[src/rtl/sass_audio_pkg.sv]
// Shared audio-path constants and types for the lookup, oscillator and mixer.
package sass_audio_pkg;

   localparam int DIV_W   = 19;
   localparam int MIN_DIV = 2;

   // Lookup code that requests silence.
   localparam logic [DIV_W-1:0] DIV_OFF = 19'd1;

   typedef enum logic {
      IDLE = 1'b0,
      RUN  = 1'b1
   } tone_state_t;

endpackage

[src/rtl/tone_period_cnt.sv]
// Period counter for tone_osc: holds the active divider and position in the period.
// Exposes next-state values so the owner can register outputs that track the counter.
module tone_period_cnt #(
   parameter int DIV_W = sass_audio_pkg::DIV_W
) (
   input  logic             clk,
   input  logic             rst,
   input  logic             load,
   input  logic [DIV_W-1:0] load_div,
   input  logic             inc,
   input  logic             clr,
   output logic             wrap,
   output logic [DIV_W-1:0] count_nxt,
   output logic [DIV_W-1:0] div_nxt
);

   logic [DIV_W-1:0] count;
   logic [DIV_W-1:0] cur_div;

   always_comb begin
      count_nxt = count;
      div_nxt   = cur_div;
      if (load) begin
         count_nxt = '0;
         div_nxt   = load_div;
      end else if (clr) begin
         count_nxt = '0;
      end else if (inc) begin
         count_nxt = count + DIV_W'(1);
      end
   end

   // Only meaningful while running, where cur_div is at least 2.
   assign wrap = (count == cur_div - DIV_W'(1));

   always_ff @(posedge clk) begin
      if (rst) begin
         count   <= '0;
         cur_div <= '0;
      end else begin
         count   <= count_nxt;
         cur_div <= div_nxt;
      end
   end

endmodule

[src/rtl/tone_osc.sv]
// Square-wave tone oscillator: turns a full-period divider into a glitch-free
// square wave, switching pitch or going silent only at period boundaries.
//
//   state | meaning
//   IDLE  | silent, waiting for en with a playable divider
//   RUN   | generating tone; divider resampled at each wrap
module tone_osc
   import sass_audio_pkg::*;
#(
   parameter int DIV_W   = sass_audio_pkg::DIV_W,
   parameter int MIN_DIV = sass_audio_pkg::MIN_DIV
) (
   input  logic             clk,
   input  logic             rst,
   input  logic             en,
   input  logic [DIV_W-1:0] divider,
   output logic             square_out,
   output logic             period_tick,
   output logic             active
);

   localparam logic [DIV_W-1:0] MIN_D = DIV_W'(MIN_DIV);

   tone_state_t      state;
   tone_state_t      state_nxt;
   logic             div_ok;
   logic             load;
   logic             inc;
   logic             clr;
   logic             wrap;
   logic             tick_nxt;
   logic             sq_nxt;
   logic [DIV_W-1:0] count_nxt;
   logic [DIV_W-1:0] div_nxt;

   assign div_ok = (divider >= MIN_D);

   tone_period_cnt #(
      .DIV_W (DIV_W)
   ) u_cnt (
      .clk       (clk),
      .rst       (rst),
      .load      (load),
      .load_div  (divider),
      .inc       (inc),
      .clr       (clr),
      .wrap      (wrap),
      .count_nxt (count_nxt),
      .div_nxt   (div_nxt)
   );

   always_comb begin
      state_nxt = state;
      load      = 1'b0;
      inc       = 1'b0;
      clr       = 1'b0;
      tick_nxt  = 1'b0;
      if (en) begin
         case (state)
            IDLE: begin
               if (div_ok) begin
                  load      = 1'b1;
                  state_nxt = RUN;
               end
            end
            RUN: begin
               if (!wrap) begin
                  inc = 1'b1;
               end else if (div_ok) begin
                  load     = 1'b1;
                  tick_nxt = 1'b1;
               end else begin
                  clr       = 1'b1;
                  state_nxt = IDLE;
               end
            end
            default: state_nxt = IDLE;
         endcase
      end
   end

   // Wave level follows the counter value being loaded this edge, so the
   // registered output lines up with the count it describes.
   assign sq_nxt = (state_nxt == RUN) && (count_nxt < (div_nxt >> 1));

   always_ff @(posedge clk) begin
      if (rst) begin
         state       <= IDLE;
         square_out  <= 1'b0;
         period_tick <= 1'b0;
         active      <= 1'b0;
      end else begin
         state       <= state_nxt;
         square_out  <= sq_nxt;
         period_tick <= tick_nxt;
         active      <= (state_nxt == RUN);
      end
   end

endmodule
[config.mk]
export PLATFORM = sky130hd
export DESIGN_NAME = tone_osc
export DESIGN_NICKNAME = d
export VERILOG_FILES = /design/src/rtl/sass_audio_pkg.sv /design/src/rtl/tone_period_cnt.sv /design/src/rtl/tone_osc.sv
export SDC_FILE = /design/constraint.sdc
export NUM_CORES = 1
export LEC_CHECK = 0
export CAP_MARGIN = 0
export CORE_ASPECT_RATIO = 2
export CORE_MARGIN = 1.5
export CORE_UTILIZATION = 60
export DETAILED_ROUTE_END_ITERATION = 6
export PLACE_DENSITY = 0.86
export RECOVER_POWER = 25
export SLEW_MARGIN = 30
export SYNTH_ARGS = -nofsm -noshare
export SYNTH_HDL_FRONTEND = slang
export SYNTH_SLANG_ARGS = --single-unit
[constraint.sdc]
create_clock -name clk -period 11.8 [get_ports clk]
set_input_delay 1.18 -clock clk [delete_from_list [all_inputs] [get_ports clk]]
set_output_delay 1.18 -clock clk [all_outputs]
set_load 0.05 [all_outputs]
# Word level (Yosys, flattened, before mapping)
# Cells that the tools add are included.
# classes
add_sub_neg	2
order_cmp	2
eq_ne	1
muxes	18
bitwise_logic	2
reduce_logical	2
# op_table
cell	n
$mux W19	4
$add A19 B1 Y19 const B	1
$eq A19 B19 Y1	1
$ge A19 B2 Y1 const B	1
$lt A19 B18 Y1	1
$sub A19 B1 Y19 const B	1
$mux W1	12
$pmux W1 S2	2
$reduce_or A3 Y1	1
$not A1 Y1	2
$logic_and A1 B1 Y1	1
# word_totals
ff_bits	41
out_inout_bits	3
elab_cells	33

# Depth between registers and ports, before layout
# logic_depth
depth_word	10
mapped_depth	22
ltp_nobuf	20

# Hierarchy
# From an unflattened synthesis, not the netlist that was laid out.
# unflattened
hier_cells	369
hier_area_um2	3036.7
# modules_own_cells
module	n_inst	cells_per_inst	area_per_inst_um2
tone_period_cnt	1	291	2443.6
tone_osc	1	78	593.1

# Worst setup path before layout
# OpenSTA, ideal clock, no wires.
# synth_path
path_kind	reg2reg
from	register u_cnt.cur_div[7]
to	register square_out
setup_time_ns	0.078
arrival_ns	4.681
path_slack_ns	7.041
path_stages_with_launch	21
cell_sequence	dfxtp_1 -> buf_6 -> or4_4 -> buf_6 -> or3_4 -> or4_1 -> a21oi_2 -> o32a_2 -> nand2_2 -> a21oi_4 -> buf_12 -> mux2i_1 -> ha_1 -> a21o_1 -> a21o_1 -> a2111oi_0 -> o21ai_0 -> a21oi_1 -> o211ai_1 -> o21bai_1 -> nor3_1
# synth_via
elab_chain_len	10
word_cells_on_any_way	20
classes_between	1 x add/sub; 1 x order compare; 1 x eq/ne; 16 x mux; 1 x reduce/logical
# synth_rtl
item	line	rtl
start, declared	tone_period_cnt.sv:18	logic [DIV_W-1:0] cur_div;
start signal, assigned	tone_period_cnt.sv:42	cur_div <= div_nxt;
$sub A19 B1 Y19	tone_period_cnt.sv:34	assign wrap = (count == cur_div - DIV_W'(1));
$eq A19 B19 Y1	tone_period_cnt.sv:34	
$mux W1	tone_osc.sv:67	if (!wrap) begin
$mux W1	tone_osc.sv:59	case (state)
$mux W1	tone_osc.sv:58	if (en) begin
$mux W19	tone_period_cnt.sv:28	end else if (inc) begin
$mux W19	tone_period_cnt.sv:26	end else if (clr) begin
$mux W19	tone_period_cnt.sv:23	if (load) begin
$lt A19 B18 Y1	tone_osc.sv:84	assign sq_nxt = (state_nxt == RUN) && (count_nxt < (div_nxt >> 1));
$logic_and A1 B1 Y1 *	tone_osc.sv:84	
end signal, assigned	tone_osc.sv:94	square_out <= sq_nxt;
end, declared	tone_osc.sv:17	output logic square_out,
# Mark *: on every way between the ends. The rest lies on a longest branch, timed or not.
# A chain may end at the register's enable or synchronous reset.

# Final worst setup path
# layout_path
from	register u_cnt.cur_div[0]
to	register square_out
# layout_via
elab_chain_len	10
word_cells_on_any_way	20
classes_between	1 x add/sub; 1 x order compare; 1 x eq/ne; 16 x mux; 1 x reduce/logical
# layout_rtl
item	line
$sub A19 B1 Y19 *	tone_period_cnt.sv:34
$eq A19 B19 Y1 *	tone_period_cnt.sv:34
$mux W1	tone_osc.sv:67
$mux W1	tone_osc.sv:59
$mux W1	tone_osc.sv:58
$mux W19	tone_period_cnt.sv:28
$mux W19	tone_period_cnt.sv:26
$mux W19	tone_period_cnt.sv:23
$lt A19 B18 Y1	tone_osc.sv:84
$logic_and A1 B1 Y1 *	tone_osc.sv:84
# Marks and branches as above.

==> results.py <==
metrics = {
    "global_route": {
        "grt_max_degree": 24,
        "antenna_found_initial": 0,
        "track_usage_pct": 34.5,
        "grt_pass1_wl_microns": 13400,
        "grt_pass1_vias": 2787,
        "gr-total-overflow": 0,
    },
    "hold_path": {
        "hold_depth": 2,
        "hold_class": "reg2reg",
        "worstHoldEndpoint": "u_cnt.cur_div[18]",
        "hp-start": "u_cnt.cur_div[18]",
    },
    "cts": {
        "clkLatencyLatePin_ns": 0.31,
        "cts.htree.levels": 2,
        "ctsResizeCount": 0,
        "cts-buffers-inserted": 5,
        "cts_tree": "yes",
        "path_clk_slew_ns": 0.08,
        "postCtsHoldBufs": 0,
        "clockBufferDepth": 2,
        "clockRootBuffer": "clkbuf_8",
        "post_cts_buffers": 0,
        "cts.sinks": 41,
    },
    "floorplanning": {
        "coreArea_sq_um": 4860,
        "chipHeight_microns": 103,
        "die_w_microns": 53.1,
        "start_util_pct": 62.0,
        "num_io_pins": 25,
        "floorplan.rows": 36,
        "die-area_sq_um": 5490,
    },
    "synthesis": {
        "async_flop_share_pct": 0,
        "seq_area_frac_synth_pct": 27.2,
        "synthesis.area_sq_um": 3020,
        "ys_seq_elements": 41,
        "synth_cell_types": 54,
        "ys.flop_type": "dfxtp_1",
        "synth_top_area_share_pct": 27.2,
        "syn_nets": 408,
        "synth_edf_count": 0,
        "ys_warn_count": 0,
        "netlist_instances": 367,
        "synth_area_leaders": "dfxtp_1 (27%), nor2_1 (8.1%), ha_1 (7.9%)",
        "synth_largest_area_cell": "dfxtp_1",
        "postSynthAreaPerCell_sq_um": 8.22,
    },
    "detailed_routing": {
        "ant_nets": 0,
        "drc": 0,
        "drt_iter0_markers": 107,
        "drt_pass1_iterations": 4,
        "totalWireLength_microns": 8740,
        "viasPerCell": 6.50,
        "vias": 2874,
        "wire_per_inst_microns": 19.8,
    },
    "cells_and_area": {
        "final_cell_mix": "nor2_1 (65), dfxtp_1 (41), xnor2_1 (27)",
        "diodes": 0,
        "regArea_sq_um": 821,
        "layout_commonest_cell": "nor2_1",
        "fillerInstances": 421,
        "areaGrowthSynthToFinish_pct": 9.83,
        "nets": 425,
        "drive_gt1_share_pct": 8.05,
        "multi_input_area_sq_um": 2050,
        "fin_area_sq_um": 3310,
        "final_util_pct": 68.1,
    },
    "setup_path": {
        "critical_path_required_ns": 12.03,
        "timing.rr.end": "square_out",
        "rrSetupSlack_ns": 5.04,
        "rr_worst_depth": 19,
        "cp-start-kind": "register",
        "path_class": "reg2reg",
        "cp_max_fo": 17,
        "r2r-start": "u_cnt.cur_div[0]",
        "crit_arrival_ns": 6.99,
        "cp-end-kind": "register",
    },
    "timing": {
        "slew_viol_final": 18,
        "setup_viol": 0,
        "fin_crit_sh_pct": 57.3,
        "tns_ns": 0,
        "hold_viol": 0,
        "rsz0062_at_grt": "no",
        "fin_skew_ns": 0.0108,
        "max_freq_ghz": 0.148,
        "relSlewSlack_pct": -39.4,
        "tightest_slew_ns": 2.09,
        "fin_hold_ws_ns": 0.580,
        "fin_crit_ns": 6.76,
    },
    "run": {
        "max_cap_viol_count": 1,
    },
    "outcome": {
        "outcome": "finished, violations left",
        "violations": "capacitance limit, slew limit",
    },
    "pwr": {
        "power_density_nw_per_um2": 99.6,
        "peakVddDrop_mv": 0.0816,
        "cellLeakagePower_uw": 0.00129,
    },
    "placed_design": {
        "place_hpwl_microns": 6820,
        "dpl_cell_area_sq_um": 3250,
        "globalplace.congestion": 0.943,
        "io_buffers": 24,
    },
}
==> power breakdown <==
group	internal (uW)	total (uW)	leakage, uW	switching (uW)
sequential	143	150	0.000334	7.21
combinational	36.1	86.5	0.000913	50.4
clock	40.9	93.1	0.0000439	52.3
total	220	330	0.00129	110
==> sequential cells by signal, summed over array words and instances, names as in the netlist <==
name	count
period_tick	1
square_out	1
state	1
u_cnt.count	19
u_cnt.cur_div	19
==> kinds of logic (layout without fill, tap and decap cells) <==
| kind of cell | count (synthesis) | count (layout) | share of synthesized area (%) |
|---|---|---|---|
| adders and majority gates | 19 | 19 | 7.88 |
| buffers and inverters | 23 | 41 | 4.07 |
| AOI/OAI and AO/OA | 54 | 54 | 12.8 |
| muxes | 21 | 21 | 6.97 |
| xor gates and xnor gates | 41 | 41 | 11.9 |
| DFF | 41 | 41 | 27.2 |
| and+or+nand+nor | 168 | 168 | 29.2 |
==> synth_stat cells, types with 3 or more instances <==
cell      number
nor2_1        65
dfxtp_1       41
xnor2_1       27
mux2i_1       21
ha_1          19
nand2_1       16
xor2_1        14
nor3_1        12
nor4_1        11
clkbuf_1      10
nand3_1        9
nor2_2         9
a21oi_1        7
nand4_1        7
o21ai_0        7
or4_1          7
inv_1          6
a21o_1         5
nor2b_1        5
o211ai_1       5
o31ai_1        5
and3_1         4
buf_2          4
a31oi_1        3
nand2b_1       3
o21a_1         3
o21ai_1        3
or3_1          3
==> per-stage QoR <==
step / setup WS, ns / cells / total power (uW)
floorplan: 7.04 / 367 / 215
global placement: 6.46 / 434 / 236
detailed placement: 6.33 / 434 / 238
CTS: 6.30 / 442 / 329
global route: 4.67 / 442 / 344
finish: 5.04 / 442 / 330
==> worst max path at each step <==
stage / from / to / cells after the start
finish: u_cnt.cur_div[0] / square_out / 19
global route: u_cnt.cur_div[0] / square_out / 19
CTS: u_cnt.cur_div[0] / square_out / 19
detailed placement: u_cnt.cur_div[0] / square_out / 19
global placement: divider[8] / square_out / 14
floorplan: u_cnt.cur_div[7] / square_out / 20
==> cell type report <==
type | instances | area share [%]
multi-input combinational | 303 | 62.0
sequential | 41 | 24.8
timing repair buffer | 27 | 7.82
tap | 57 | 2.15
clock buffer | 5 | 2.08
inverter | 6 | 0.680
clock inverter | 3 | 0.529
==> per-layer routing <==
metal,share of wire (%),vias to the layer above,track usage (%)
met5,0,-,0
met4,9.4,0,29.0
met3,5.6,54,6.32
met2,47,121,56.2
met1,38,1343,37.2
li1,-,1356,-
==> worst max-delay path: stages (launching register included) <==
cell       delay [ns]
dfxtp_1          0.38
inv_1            0.08
ha_1             0.25
or4b_2           0.60
nor4_1           0.60
xor2_1           0.14
o31ai_1          0.37
o32a_2           0.23
nand2_1          0.08
a21oi_1          1.60
mux2i_1          0.40
ha_1             0.34
a21o_1           0.17
a21o_1           0.16
a2111oi_0        0.39
o21ai_0          0.17
a21oi_1          0.29
o211ai_1         0.13
o21bai_1         0.16
nor3_1           0.12
(Power assumes the default switching activity.)
